## src/rtl/rca8_word_sequencer.sv

```systemverilog
`default_nettype none
// ============================================================================
// Module      : rca8_word_sequencer (with leaf rca_8)
// Description : Multi-byte add engine. Accepts NBYTES-wide operands over a
//               valid/ready handshake, feeds one rca_8 one byte per cycle
//               (LSB first, carry chained between bytes) and presents the
//               full-width sum, carry-out and signed overflow downstream.
//               Optional feature macro: SUBTRACT_EN (adds in_sub, A-B mode).
// Revision    : 1.0 - initial release
// ============================================================================

// 8-bit ripple-carry adder used as the per-byte datapath element.
module rca_8 (
    input  logic [7:0] i_a,
    input  logic [7:0] i_b,
    input  logic       i_cin,
    output logic [7:0] o_s,
    output logic       o_cout
);

    logic [8:0] w_c;

    assign w_c[0] = i_cin;

    generate
        for (genvar gi = 0; gi < 8; gi++) begin : g_bit
            assign o_s[gi]     = i_a[gi] ^ i_b[gi] ^ w_c[gi];
            assign w_c[gi + 1] = (i_a[gi] & i_b[gi]) | (w_c[gi] & (i_a[gi] ^ i_b[gi]));
        end
    endgenerate

    assign o_cout = w_c[8];

endmodule

module rca8_word_sequencer #(
    parameter int NBYTES = 4
) (
    input  logic                  clk,
    input  logic                  rst,
    input  logic                  in_valid,
    output logic                  in_ready,
    input  logic [8*NBYTES-1:0]   in_a,
    input  logic [8*NBYTES-1:0]   in_b,
    input  logic                  in_cin,
`ifdef SUBTRACT_EN
    input  logic                  in_sub,
`endif
    output logic                  out_valid,
    input  logic                  out_ready,
    output logic [8*NBYTES-1:0]   out_sum,
    output logic                  out_cout,
    output logic                  out_ovf
);

    localparam int c_w  = 8 * NBYTES;
    localparam int c_iw = (NBYTES > 1) ? $clog2(NBYTES) : 1;

    localparam logic [c_iw-1:0] c_last_idx = c_iw'(NBYTES - 1);

    localparam logic [1:0] c_idle = 2'd0;
    localparam logic [1:0] c_run  = 2'd1;
    localparam logic [1:0] c_done = 2'd2;

    logic [1:0]      r_state;
    logic [c_w-1:0]  r_a;
    logic [c_w-1:0]  r_b;
    logic            r_sub;
    logic            r_carry;
    logic [c_iw-1:0] r_idx;
    logic [c_w-1:0]  r_result;
    logic            r_cout;
    logic            r_ovf;

    logic            w_sub_req;
    logic [7:0]      w_a_byte;
    logic [7:0]      w_b_byte;
    logic [7:0]      w_b_eff;
    logic [7:0]      w_s;
    logic            w_cout;

`ifdef SUBTRACT_EN
    assign w_sub_req = in_sub;
`else
    assign w_sub_req = 1'b0;
`endif

    // Select the operand bytes addressed by the current byte index.
    always_comb begin
        w_a_byte = 8'h00;
        w_b_byte = 8'h00;
        for (int i = 0; i < NBYTES; i++) begin
            if (r_idx == c_iw'(i)) begin
                w_a_byte = r_a[i*8 +: 8];
                w_b_byte = r_b[i*8 +: 8];
            end
        end
    end

    // Subtraction is A + ~B + 1; the forced carry-in is applied at accept time.
    assign w_b_eff = w_b_byte ^ {8{r_sub}};

    rca_8 u_rca_8 (
        .i_a    (w_a_byte),
        .i_b    (w_b_eff),
        .i_cin  (r_carry),
        .o_s    (w_s),
        .o_cout (w_cout)
    );

    // Control FSM and datapath registers: accept, byte-serial ripple, hold result.
    always_ff @(posedge clk) begin
        if (rst) begin
            r_state  <= c_idle;
            r_a      <= '0;
            r_b      <= '0;
            r_sub    <= 1'b0;
            r_carry  <= 1'b0;
            r_idx    <= '0;
            r_result <= '0;
            r_cout   <= 1'b0;
            r_ovf    <= 1'b0;
        end else begin
            case (r_state)
                c_idle: begin
                    if (in_valid) begin
                        r_a      <= in_a;
                        r_b      <= in_b;
                        r_sub    <= w_sub_req;
                        r_carry  <= w_sub_req | in_cin;
                        r_idx    <= '0;
                        r_result <= '0;
                        r_cout   <= 1'b0;
                        r_ovf    <= 1'b0;
                        r_state  <= c_run;
                    end
                end
                c_run: begin
                    for (int i = 0; i < NBYTES; i++) begin
                        if (r_idx == c_iw'(i)) begin
                            r_result[i*8 +: 8] <= w_s;
                        end
                    end
                    r_carry <= w_cout;
                    r_idx   <= r_idx + c_iw'(1);
                    if (r_idx == c_last_idx) begin
                        // Overflow uses the effective (possibly inverted) B sign bit.
                        r_cout  <= w_cout;
                        r_ovf   <= w_a_byte[7] ^ w_b_eff[7] ^ w_s[7] ^ w_cout;
                        r_state <= c_done;
                    end
                end
                c_done: begin
                    if (out_ready) begin
                        r_state <= c_idle;
                    end
                end
                default: begin
                    r_state <= c_idle;
                end
            endcase
        end
    end

    assign in_ready  = (r_state == c_idle);
    assign out_valid = (r_state == c_done);
    assign out_sum   = r_result;
    assign out_cout  = r_cout;
    assign out_ovf   = r_ovf;

endmodule
`default_nettype wire
```

## config.mk

```make
export PLATFORM = sky130hd
export DESIGN_NAME = rca8_word_sequencer
export DESIGN_NICKNAME = d
export VERILOG_FILES = /design/src/rtl/rca8_word_sequencer.sv
export SDC_FILE = /design/constraint.sdc
export NUM_CORES = 1
export LEC_CHECK = 0
export ABC_AREA = 1
export BUFFER_PORTS_ARGS = -buffer_cell sky130_fd_sc_hd__buf_2
export CORE_MARGIN = 2
export CORE_UTILIZATION = 58
export DETAILED_ROUTE_END_ITERATION = 10
export PLACE_DENSITY = 0.95
export SYNTH_ARGS = -nofsm -noshare
export SYNTH_HDL_FRONTEND = slang
export SYNTH_SLANG_ARGS = --single-unit
```

## constraint.sdc

```tcl
create_clock -name clk -period 8.8 [get_ports clk]
set_clock_uncertainty 0.15 [all_clocks]
set_input_delay 1.76 -clock clk [delete_from_list [all_inputs] [get_ports clk]]
set_output_delay 1.76 -clock clk [all_outputs]
set_load 0.02 [all_outputs]
```

==> reports/qor.yml <==
detailed_routing:
  avgRoutedWirePerCell_um: 14.2
  wirelength_um: 11300
  drc_errors: 0
  postRouteAntennaNets: 0
  vias: 4317
  drt_pass1_iterations: 5
  drt_iter0_markers: 267
  via_per_inst: 5.42
clock_network:
  hold_buffers: 0
  cts_tree: "done"
  clock-sinks: 103
  post_cts_buffers: 0
  cts-buffers-inserted: 9
  clock_path_buffers: 2
  htree_levels: 3
  cts-resized-gates: 0
  clockRootBuffer: "clkbuf_8"
  clk_pin_slew_ns: 0.11
  worstSkewPairLatency_ns: 0.38
setup_path:
  worst_ep_arrival_time_ns: 5.96
  critPathCaptureType: "flip-flop"
  cpMostUsedCell: "fa_1"
  cp_num_buf_inv: 5
  max_stage_delay_ns: 0.62
  crit_slowest_cell: "clkinv_1"
  critPathRequiredTime_ns: 8.96
  crit_family: "adder cells"
  timing_worst_setup_path_type: "flip-flop to flip-flop"
  cp_max_fo: 18
  crit_path_start_kind: "flip-flop"
  crit_path_cell_trace: "inv_1 -> ha_1 -> clkinv_1 -> o211ai_1 -> nand2_1 -> fa_1 -> fa_1 -> fa_1 -> fa_1 -> fa_1 -> inv_1 -> fa_1 -> fa_1 -> inv_1 -> fa_1 -> inv_1 -> nand2_1 -> nand2_1 -> nand2_1 -> nand3_1 -> a21oi_1"
pwr:
  p_leak_nw: 2.33
  finalPower_mw: 1.03
  power.density_nw_per_um2: 198
  ir_drop_v: 0.000124
placed_design:
  dp_hpwl_um: 8030
  placed_area_um2: 5020
  io_buffers: 104
  gp_congestion: 0.910
  dpl_worst_slack_ns: 3.11
timing:
  tightest_slew_ns: 1.02
  drv_slew: 0
  layout_setup_ws_ns: 2.99
  fin_crit_sh_pct: 66.0
  slew_headroom_pct: 31.9
  rsz0062_at_grt: "false"
  period_minus_slack_ns: 5.81
  setup_violations: 0
  hold_violations: 0
  fin_setup_tns_ns: 0
  fmax_mhz: 172
cells_and_area:
  area_growth_pct: 13.4
  drive_gt1_share_pct: 21.0
  final_nets: 772
  post-route-util_pct: 67.7
  antenna_cells: 0
  final_area_um2: 5200
synth:
  synth_seq_cells: 103
  ys_types: 30
  syn_inst: 610
  yosys_warnings: 0
  postSynthAreaPerCell_um2: 7.52
  seq_area_frac_synth_pct: 44.9
  syn_nets: 692
  synth_area_um2: 4590
floorplanning:
  rows: 32
  core_um2: 7690
  die_height_um: 93.0
  start_util_pct: 59.7
  io-pin-count: 105
  dieArea_um2: 8640
  die_w_um: 93.0
grt:
  grt_pass1_wl_um: 18300
  grt_start_max_net_pins: 81
  antenna_found_initial: 0
  grt.total_usage_pct: 26.9
  overflow: 0
  grt_pass1_vias: 4042
status:
  status: "finished, final reports clean"
hold_path:
  hold_path_class: "flip-flop to flip-flop"
flow_run:
  drv.max_cap_violation_count: 0
-- through the flow --
stage               hold slack, ns  cells
floorplan                    0.304    610
global placement             0.295    781
detailed placement           0.301    781
CTS                          0.318    797
global route                 0.338    797
finish                       0.316    797
-- final timing paths --
path	start	end	slack [ns]	depth (start not counted)
max	r_idx[0]	out_ovf	2.99	21
min	out_sum[11]	out_sum[11]	0.32	2
max reg2reg	r_idx[0]	out_ovf	2.99	21
min reg2reg	out_sum[11]	out_sum[11]	0.32	2
-- logic make-up after synthesis --
logic type | after synthesis | synth area share [%]
simple gates | 292 | 26.8
compound gates | 145 | 16.8
flops | 103 | 44.9
buf+inv | 57 | 6.60
fa+ha+maj | 13 | 4.85
-- state kept, by name, summed over array words and instances (netlist names) --
signal    count
out_sum      32
r_b          32
r_carry       1
r_a          32
r_state       2
out_ovf       1
out_cout      1
r_idx         2
-- final cells by class --
type | count | area, um^2
fillers | 651 | 2480
multi-input cells | 450 | 2220
flip-flops and latches | 103 | 2060
repair buffers | 104 | 520
well taps | 102 | 128
clock buffers | 9 | 124
inverters | 22 | 82.6
clock inverters | 7 | 63.8
-- routing by layer --
| metal | global-route usage, % | wire [um] |
|---|---|---|
| met5 | 0 | 0 |
| met4 | 13.8 | 357 |
| met3 | 5.45 | 804 |
| met2 | 45.7 | 5580 |
| met1 | 32.0 | 4570 |
-- report_power, final --
group | switching (mW) | total (mW) | internal [mW]
combinational | 0.142 | 0.218 | 0.0760
sequential | 0.0225 | 0.525 | 0.502
clock | 0.177 | 0.285 | 0.109
total | 0.342 | 1.03 | 0.687
-- cell usage after synthesis --
master      n  area (um^2)
nor2_1    145          544
nand2_1   117          439
dfxtp_1   103         2060
o21ai_0    65          325
a21oi_1    62          310
clkbuf_1   19         71.3
inv_1      18         67.6
o211ai_1   11         82.6
nor2_4      9          101
fa_1        8          160
buf_6       7         78.8
nand3_1     7         35.0
nand2_2     6         37.5
ha_1        5         62.6
nand3_2     5         50.1
buf_2       4         20.0
a22oi_1     3         22.5
buf_1       2         7.51
clkinv_1    2         7.51
inv_2       2         7.51
a211oi_1    1         7.51
a21oi_2     1         8.76
a31oi_1     1         6.26
buf_12      1         20.0
buf_4       1         7.51
buf_8       1         15.0
nand2_4     1         11.3
nand4_1     1         6.26
nor2_2      1         6.26
o21bai_1    1         7.51
-- cell usage in the layout (no fill, tap or decap), types with 5 or more instances in the layout --
cell type | synthesis | final
o21ai_0 | 65 | 65
nor2_1 | 145 | 145
dfxtp_1 | 103 | 103
clkbuf_8 | 0 | 9
nand2_2 | 6 | 6
ha_1 | 5 | 5
inv_1 | 18 | 18
o211ai_1 | 11 | 11
buf_2 | 4 | 104
fa_1 | 8 | 8
a21oi_1 | 62 | 62
nand3_2 | 5 | 5
nand2_1 | 117 | 117
nand3_1 | 7 | 7
nor2_4 | 9 | 9
-- worst reg2reg max path, stage by stage, from the launching register on --
cell      delay, ns
dfxtp_1        0.34
inv_1          0.12
ha_1           0.57
clkinv_1       0.63
o211ai_1       0.38
nand2_1        0.11
fa_1           0.41
fa_1           0.40
fa_1           0.40
fa_1           0.39
fa_1           0.37
inv_1          0.07
fa_1           0.20
fa_1           0.17
inv_1          0.05
fa_1           0.50
inv_1          0.08
nand2_1        0.08
nand2_1        0.05
nand2_1        0.05
nand3_1        0.07
a21oi_1        0.16
(Power assumes the default switching activity.)
